--- config.mk ---
export PLATFORM = sky130hd
export DESIGN_NAME = mux_rr_n
export DESIGN_NICKNAME = d
export VERILOG_FILES = /design/src/rtl/mux_pkg.sv /design/src/rtl/mux_rr_n_pick.sv /design/src/rtl/mux_rr_n.sv
export SDC_FILE = /design/constraint.sdc
export NUM_CORES = 1
export LEC_CHECK = 0
export BUFFER_PORTS_ARGS = -buffer_cell sky130_fd_sc_hd__buf_2
export CAP_MARGIN = 20
export CORE_MARGIN = 2
export CORE_UTILIZATION = 45
export CTS_CLUSTER_SIZE = 30
export DETAILED_ROUTE_END_ITERATION = 8
export GPL_ROUTABILITY_DRIVEN = 0
export PLACE_DENSITY = 0.8
export RECOVER_POWER = 50
export SLEW_MARGIN = 20
export SYNTH_ARGS = -nofsm -noshare
export SYNTH_HDL_FRONTEND = slang
export SYNTH_SLANG_ARGS = --single-unit
export TNS_END_PERCENT = 50
--- constraint.sdc ---
create_clock -name clk -period 6.3 [get_ports clk]
set_input_delay 1.26 -clock clk [delete_from_list [all_inputs] [get_ports clk]]
set_output_delay 1.26 -clock clk [all_outputs]
set_load 0.005 [all_outputs]
--- src/rtl/mux_pkg.sv ---
// Shared types and helpers for the round-robin channel mux family.
// Channel words are extracted from a flattened bus via chan_slice.
package mux_pkg;

  typedef enum logic {
    MODE_FIXED = 1'b0,
    MODE_RR    = 1'b1
  } mode_t;

  // Upper bounds for the flattened bus and a single channel word.
  localparam int MAX_W   = 64;
  localparam int MAX_BUS = 2048;

  // Returns channel idx of a bus holding width-bit words, in the low bits.
  // Callers size-cast the result down to their own word width.
  function automatic logic [MAX_W-1:0] chan_slice(
    input logic [MAX_BUS-1:0] bus,
    input int unsigned        idx,
    input int unsigned        width
  );
    return MAX_W'(bus >> (idx * width));
  endfunction

endpackage

--- src/rtl/mux_rr_n_pick.sv ---
// rr_pick_n: combinational priority search over req, starting at ptr and
// wrapping past CHANNELS-1 back to 0. Works for non-power-of-two sizes.
module rr_pick_n #(
  parameter  int CHANNELS = 16,
  localparam int SEL_W    = $clog2(CHANNELS)
) (
  input  logic [CHANNELS-1:0] req,
  input  logic [SEL_W-1:0]    ptr,
  output logic [SEL_W-1:0]    grant,
  output logic                any_grant
);

  localparam logic [SEL_W:0] CH_L = (SEL_W+1)'(CHANNELS);

  logic [SEL_W-1:0]    start;
  logic [CHANNELS-1:0] rotated;
  logic [SEL_W:0]      sum;

  assign start   = ({1'b0, ptr} < CH_L) ? ptr : '0;
  assign rotated = CHANNELS'({req, req} >> start);

  // Walk downwards so the lowest offset from start wins.
  always_comb begin
    grant     = '0;
    any_grant = 1'b0;
    sum       = '0;
    for (int k = CHANNELS - 1; k >= 0; k--) begin
      if (rotated[k]) begin
        sum       = {1'b0, start} + (SEL_W+1)'(k);
        any_grant = 1'b1;
      end
    end
    if (sum >= CH_L) begin
      sum = sum - CH_L;
    end
    grant = sum[SEL_W-1:0];
  end

endmodule

--- src/rtl/mux_rr_n.sv ---
// mux_rr_n: CHANNELS-to-1 funnel with fixed or round-robin selection and a
// registered valid/ready output stage. out_ready reaches in_ready combinationally.
module mux_rr_n
  import mux_pkg::*;
#(
  parameter  int WIDTH    = 8,
  parameter  int CHANNELS = 16,
  localparam int SEL_W    = $clog2(CHANNELS)
) (
  input  logic                      clk,
  input  logic                      reset_n,
  input  logic                      mode,
  input  logic [SEL_W-1:0]          mux_sel,
  input  logic [CHANNELS*WIDTH-1:0] data_in,
  input  logic [CHANNELS-1:0]       in_valid,
  output logic [CHANNELS-1:0]       in_ready,
  output logic [WIDTH-1:0]          data_out,
  output logic [SEL_W-1:0]          out_chan,
  output logic                      out_valid,
  input  logic                      out_ready,
  output logic                      sel_err
);

  localparam int              PAD  = 1 << SEL_W;
  localparam logic [SEL_W:0]  CH_L = (SEL_W+1)'(CHANNELS);
  localparam logic [SEL_W-1:0] LAST = SEL_W'(CHANNELS - 1);

  mode_t            mode_e;
  logic             can_load;
  logic             sel_ok;
  logic             fixed_hit;
  logic             rr_any;
  logic             any_grant;
  logic             xfer;
  logic             err_cond;
  logic [SEL_W-1:0] ptr;
  logic [SEL_W-1:0] rr_grant;
  logic [SEL_W-1:0] grant;
  logic [PAD-1:0]   valid_pad;
  logic [WIDTH-1:0] data_sel;

  assign mode_e    = mode_t'(mode);
  assign can_load  = !out_valid || out_ready;
  assign valid_pad = PAD'(in_valid);
  assign sel_ok    = {1'b0, mux_sel} < CH_L;
  assign fixed_hit = sel_ok && valid_pad[mux_sel];
  assign err_cond  = (mode_e == MODE_FIXED) && !sel_ok && (|in_valid);

  rr_pick_n #(
    .CHANNELS(CHANNELS)
  ) u_pick (
    .req      (in_valid),
    .ptr      (ptr),
    .grant    (rr_grant),
    .any_grant(rr_any)
  );

  always_comb begin
    grant     = '0;
    any_grant = 1'b0;
    if (mode_e == MODE_RR) begin
      grant     = rr_grant;
      any_grant = rr_any;
    end else begin
      grant     = mux_sel;
      any_grant = fixed_hit;
    end
  end

  // Reset gating keeps in_ready low while the output stage is held clear.
  assign xfer = reset_n && any_grant && can_load;

  always_comb begin
    in_ready = '0;
    for (int i = 0; i < CHANNELS; i++) begin
      if (xfer && (grant == SEL_W'(i))) begin
        in_ready[i] = 1'b1;
      end
    end
  end

  assign data_sel = WIDTH'(chan_slice(MAX_BUS'(data_in), 32'(grant), 32'(WIDTH)));

  always_ff @(posedge clk or negedge reset_n) begin
    if (!reset_n) begin
      data_out  <= '0;
      out_chan  <= '0;
      out_valid <= 1'b0;
      sel_err   <= 1'b0;
      ptr       <= '0;
    end else begin
      sel_err <= err_cond;
      if (xfer) begin
        data_out  <= data_sel;
        out_chan  <= grant;
        out_valid <= 1'b1;
        if (mode_e == MODE_RR) begin
          ptr <= (grant == LAST) ? '0 : grant + SEL_W'(1);
        end
      end else if (out_ready) begin
        out_valid <= 1'b0;
      end
    end
  end

endmodule

Word-level counts from Yosys, hierarchy flattened
Index checks and enable logic that the tools add are counted.
- register bits: 17
- word-level logic and storage cells: 119
- eq/ne operators: 15
- shift operators: 2
- add/sub/neg operators: 17
- magnitude comparators: 2
- reduce and logical (&&, ||, !) cells: 23
- multiplexer cells: 56
- operators with widths (cell ; number):
    128-bit by 7-bit right shift with 8-bit output ; 1
    5-bit 2-to-1 mux ; 16
    4-bit by 4-bit adder with 5-bit output, second input constant ; 8
    1-bit 2-to-1 mux ; 36
    4-bit == test, second input constant ; 8
    32-bit by 4-bit right shift with 16-bit output ; 1
    4-bit by 3-bit adder with 5-bit output, second input constant ; 4
    1-bit logical AND ; 18
    4-bit by 3-bit == test with 1-bit output, second input constant ; 4
    4-bit 2-to-1 mux ; 3
    4-bit by 2-bit adder with 5-bit output, second input constant ; 2
    4-bit by 2-bit == test with 1-bit output, second input constant ; 2
    4-bit by 1-bit adder with 5-bit output, second input constant ; 1
    5-bit >= comparator, second input constant ; 1
    4-bit by 5-bit less-than comparator with 1-bit output, second input constant ; 1
    4-bit by 1-bit adder with 4-bit output, second input constant ; 1
    1-bit binary-select mux with 4-bit select ; 1
    4-bit by 1-bit == test with 1-bit output, second input constant ; 1
    4-bit zero test ; 1
    4-bit by 1-bit subtractor with 4-bit output, second input constant ; 1
    2-bit AND reduction ; 1
    2-bit nonzero test ; 1
    1-bit zero test ; 1
    1-bit logical OR ; 1

Logic depth before layout (Yosys ltp)
- depth after elaboration: 23
- mapped depth: 18
- depth with buffers taken out: 13

Modules after synthesis
A second synthesis with hierarchy kept.
- cells, all modules: 577
- area, all modules: 4305.4 sq um
- by module, submodules not included (module ; sequential area each (sq um) ; cells each ; area each (sq um) ; times used):
    mux_rr_n ; 425.4 ; 319 ; 2248.4 ; 1
    rr_pick_n ; 0.0 ; 258 ; 2057.0 ; 1

Least setup slack after synthesis
OpenSTA, ideal clock, no wires.
- path type: input to output
- start: in in_valid[2]
- end: out in_ready[0]
- required time: 5.040 ns
- slack: 0.992 ns
- data arrival time: 4.048 ns
- stages: 13
- path through: mux4_2 -> mux2i_1 -> nand3_1 -> a21oi_1 -> o21ai_1 -> a2111oi_2 -> nor3_4 -> inv_4 -> buf_6 -> buf_4 -> ha_1 -> nand2_1 -> nor3_1
- word-level cells in the longest chain between the ends: 23
- elaborated cells between the ends (all ways): 45
- ends and longest elaborated chain (what ; RTL line ; text):
    start, declared ; mux_rr_n.sv:15 ; input logic [CHANNELS-1:0] in_valid,
    32-bit by 4-bit right shift with 16-bit output (*) ; mux_rr_n_pick.sv:20 ; assign rotated = CHANNELS'({req, req} >> start);
    5-bit 2-to-1 mux (15 in a row) ; mux_rr_n_pick.sv:28 ; if (rotated[k]) begin
    5-bit 2-to-1 mux (*) ; mux_rr_n_pick.sv:28 ;
    4-bit by 1-bit subtractor with 4-bit output / 5-bit >= comparator (equally long branches) ; mux_rr_n_pick.sv:34, mux_rr_n_pick.sv:33 ;
    4-bit 2-to-1 mux (*) ; mux_rr_n_pick.sv:33 ; if (sum >= CH_L) begin
    4-bit 2-to-1 mux (*) ; mux_rr_n.sv:61 ; if (mode_e == MODE_RR) begin
    named net grant[0] ; mux_rr_n.sv:38 ; logic [SEL_W-1:0] grant;
    4-bit zero test (*) ; mux_rr_n.sv:76 ; if (xfer && (grant == SEL_W'(i))) begin
    1-bit logical AND (*) ; mux_rr_n.sv:76 ;
    1-bit 2-to-1 mux (*) ; mux_rr_n.sv:76 ;
    end, declared ; mux_rr_n.sv:16 ; output logic [CHANNELS-1:0] in_ready,
The timed path passes the listed nets; every way through them passes the cells marked *. The select of a mux whose other input is x is not followed.

Worst setup path in the final report
- start: in in_valid[11]
- end: out in_ready[11]
- word-level cells in the longest chain between the ends: 23
- elaborated cells between the ends (all ways): 45
- ends and longest elaborated chain (what ; RTL line):
    32-bit by 4-bit right shift with 16-bit output ; mux_rr_n_pick.sv:20
    5-bit 2-to-1 mux (16 in a row) ; mux_rr_n_pick.sv:28
    4-bit by 1-bit subtractor with 4-bit output / 5-bit >= comparator (equally long branches) ; mux_rr_n_pick.sv:34, mux_rr_n_pick.sv:33
    4-bit 2-to-1 mux ; mux_rr_n_pick.sv:33
    4-bit 2-to-1 mux ; mux_rr_n.sv:61
    4-bit == test ; mux_rr_n.sv:76
    1-bit logical AND (*) ; mux_rr_n.sv:76
    1-bit 2-to-1 mux (*) ; mux_rr_n.sv:76
Every way passes the cells marked *; elsewhere a longest branch is shown, timed or not. The select of a mux whose other input is x is not followed.

==> metrics.cfg <==
[grt]
initial_antenna_violation_count=0
grt_overflow=0
global_route.peak_usage_layer=met2
grt_start_max_net_pins=53
use_met3_pct=5.82
gr-usage-met1_pct=39.1
grtUsageMet2_pct=49.9
global_route_wire_length_before_repair_mm=27.7
grt_pass1_vias=5557
globalRouteTotalUtil_pct=30.6

[worst_setup_path]
path_max_fanout=12
crit_family=compound AO/OA/AOI/OAI gates
critical_path.reg2reg.endpoint=data_out[7]
cp_data_required_time_ns=5.04
setup.worst_path.end_class=primary output
worstPathArrival_ns=4.74
critPathLaunchType=input pin
crit_path_max_incr_delay_ns=0.65
crit_chain=clkbuf_1 > mux4_2 > mux2i_1 > o21ai_0 > o21a_1 > o211ai_1 > a211oi_1 > o21ai_1 > buf_4 > nand2_1 > nor2_1 > buf_2
worst-r2r-setup-slack_ns=0.82
timing.critical_path.from=in_valid[11]
crit_type=in2out
r2r_cells=13
worstPathBufferInverterCount=3
startpoint_of_the_lowest_slack_register_to_register_path=ptr[1]
crit_slowest_cell=sky130_fd_sc_hd__mux2i_1

[floorplan]
core_area_sq_um=10200
floorplan.die.width_microns=106
initial_core_util_pct=45.8
fp-row-count=37
dieArea_sq_um=11200
top_level_ports=182
die-height_microns=106

[synthesis]
synth_unique_cells=67
synth.avg_cell_area_sq_um=8.81
share_of_the_yosys_chip_area_belonging_to_registers_pct=9.08
syn_area_sq_um=4690
synth-edff-count=0
seq_cells_post_synth=17
postSynthNetCount=695
synthCells=532
dominant_synthesized_flop_cell=sky130_fd_sc_hd__dfrtp_1
yosys_warnings=0
synth_async_sr_flop_share_pct=100

[timing]
rsz0062_at_grt=false
achievable-frequency_ghz=0.167
worst_slack_ns=0.303
hold_ws_ns=0.510
setup-violations-final=0
worstMarginPinSlew_ns=1.08
final_hold_violation_count=0
final.setup.tns_ns=0
timing.slew.headroom_pct=27.8
fin_crit_ns=6.00
final_max_slew_viol_count=0
timing.clock.skew_ns=0.00234
final_min_period_over_clock_period_pct=95.2

[power]
power.static_leakage_nw=2.41
power_density_nw_per_um2=592
irDropWorstVdd_mv=0.371

[layout]
final_area_sq_um=5710
footprint_of_the_multi_input_gates_sq_um=3990
layout.cells.most_common_list=sky130_fd_sc_hd__buf_2, sky130_fd_sc_hd__nor2_1, sky130_fd_sc_hd__mux2i_1
area_growth_syn_to_layout_pct=21.8
post-route-util_pct=55.8
nNetsFinal=856
n_antenna_cell=0
final_layout_size_suffix_gt1_share_pct=39.3
final-seq-area_sq_um=427
layout.filler_cells=918
final_common_cell=sky130_fd_sc_hd__buf_2

[cts]
hold_buffers=0
tritoncts=done
post_cts_resized=0
max-clock-path-buffers=2
cts_buffers=3
post-cts-setup-buffers=0
path_clk_slew_ns=0.07
clockRootBuffer=sky130_fd_sc_hd__clkbuf_8
clock_sink_count=17
clk-insertion-delay-late_ns=0.26
cts_max_level=1

[drt]
wl_mm=18.0
avgViaCountPerCell=6.82
detail_route.iter0.violations=824
drt.antenna.violating_nets=0
detailed_route_wire_length_per_cell_microns=21.7
first_pass_iters=7
num_vias=5651
detail_route.drc_violations=0

[worst_hold_path]
timing.hold.worst_path_depth=1
hold_path_class=reg2reg
min_delay_worst_endpoint=data_out[7]
hold_path_startpoint=data_out[7]

[placement]
placedInstanceArea_sq_um=5680
port-buffer-count=180
pre_cts_slack_ns=0.508
dp_hpwl_mm=14.2

[flow_run]
maxCapViolations=0

[run_status]
outcome=complete, no violations

==> state kept, by name, indices dropped and copies added, names as in the netlist <==
register	flops
data_out	8
out_chan	4
ptr	4
out_valid	1
==> final cells by class <==
cell class,instances,area share [%]
Inverter,14,0.964
Timing Repair Buffer,197,17.9
Clock buffer,4,0.789
Multi-Input combinational cell,460,69.9
Sequential cell,17,7.47
Tap cell,136,2.98
==> through the flow <==
| step | instances | total power [W] |
|---|---|---|
| after global routing | 828 | 0.00356 |
| after floorplan | 532 | 0.00247 |
| after global placement | 824 | 0.00310 |
| final | 828 | 0.00338 |
| after detailed placement | 824 | 0.00318 |
| after CTS | 828 | 0.00328 |
==> power by group <==
part	total [W]	leakage [nW]	switching [W]	internal, W
clock	0.0000850	0.0228	0.0000400	0.0000450
sequential	0.000270	0.194	0.000109	0.000161
combinational	0.00303	2.20	0.00177	0.00126
total	0.00338	2.41	0.00192	0.00146
==> worst reg2reg max path: cells and delay by family (launching register included) <==
kind	cells	cell delay [ns]
AO/OA/AOI/OAI	5	1.53
buffers and inverters	3	1.00
flip-flops	1	0.66
multiplexers	3	1.88
AND/OR/NAND/NOR	2	0.30
==> worst max-delay path by stage <==
stage	cells past startpoint	slack [ns]	endpoint
after CTS	13	0.50	in_ready[11]
after detailed placement	13	0.51	in_ready[11]
final	12	0.30	in_ready[11]
after global routing	13	0.20	in_ready[3]
after global placement	13	0.53	in_ready[2]
after floorplan	13	0.99	in_ready[0]
==> cell families (layout without fill, tap and decap cells) <==
| group | count (synthesis) | in the layout | synth area share (%) |
|---|---|---|---|
| xor gates and xnor gates | 9 | 9 | 1.68 |
| muxes | 132 | 132 | 42.8 |
| AOI/OAI and AO/OA | 149 | 149 | 22.3 |
| adders and majority gates | 11 | 11 | 2.94 |
| other | 1 | 1 | 0.0800 |
| buffers and inverters | 55 | 215 | 6.03 |
| and+or+nand+nor | 158 | 158 | 15.1 |
| DFF | 17 | 17 | 9.08 |
==> synth_stat cells, drive strengths merged (7+ instances only) <==
library cell	number	area, sq um
xnor2	8	70.1
nand3	23	115
dfrtp	17	425
nand2	39	146
nor3	29	156
mux2i	60	643
o21a	7	52.6
inv	13	51.3
o21ai	30	158
ha	11	138
mux4	49	1100
o211ai	8	60.1
mux2	23	259
a211oi	10	75.1
clkbuf	15	56.3
o22ai	10	62.6
nor2	54	203
a21oi	26	130
buf	26	171
==> layer usage <==
metal,up-vias,part of all wire (%)
met4,0,4.5
met3,97,12
met2,488,47
li1,2439,-
met5,-,0
met1,2627,36
(Power assumes the default switching activity.)
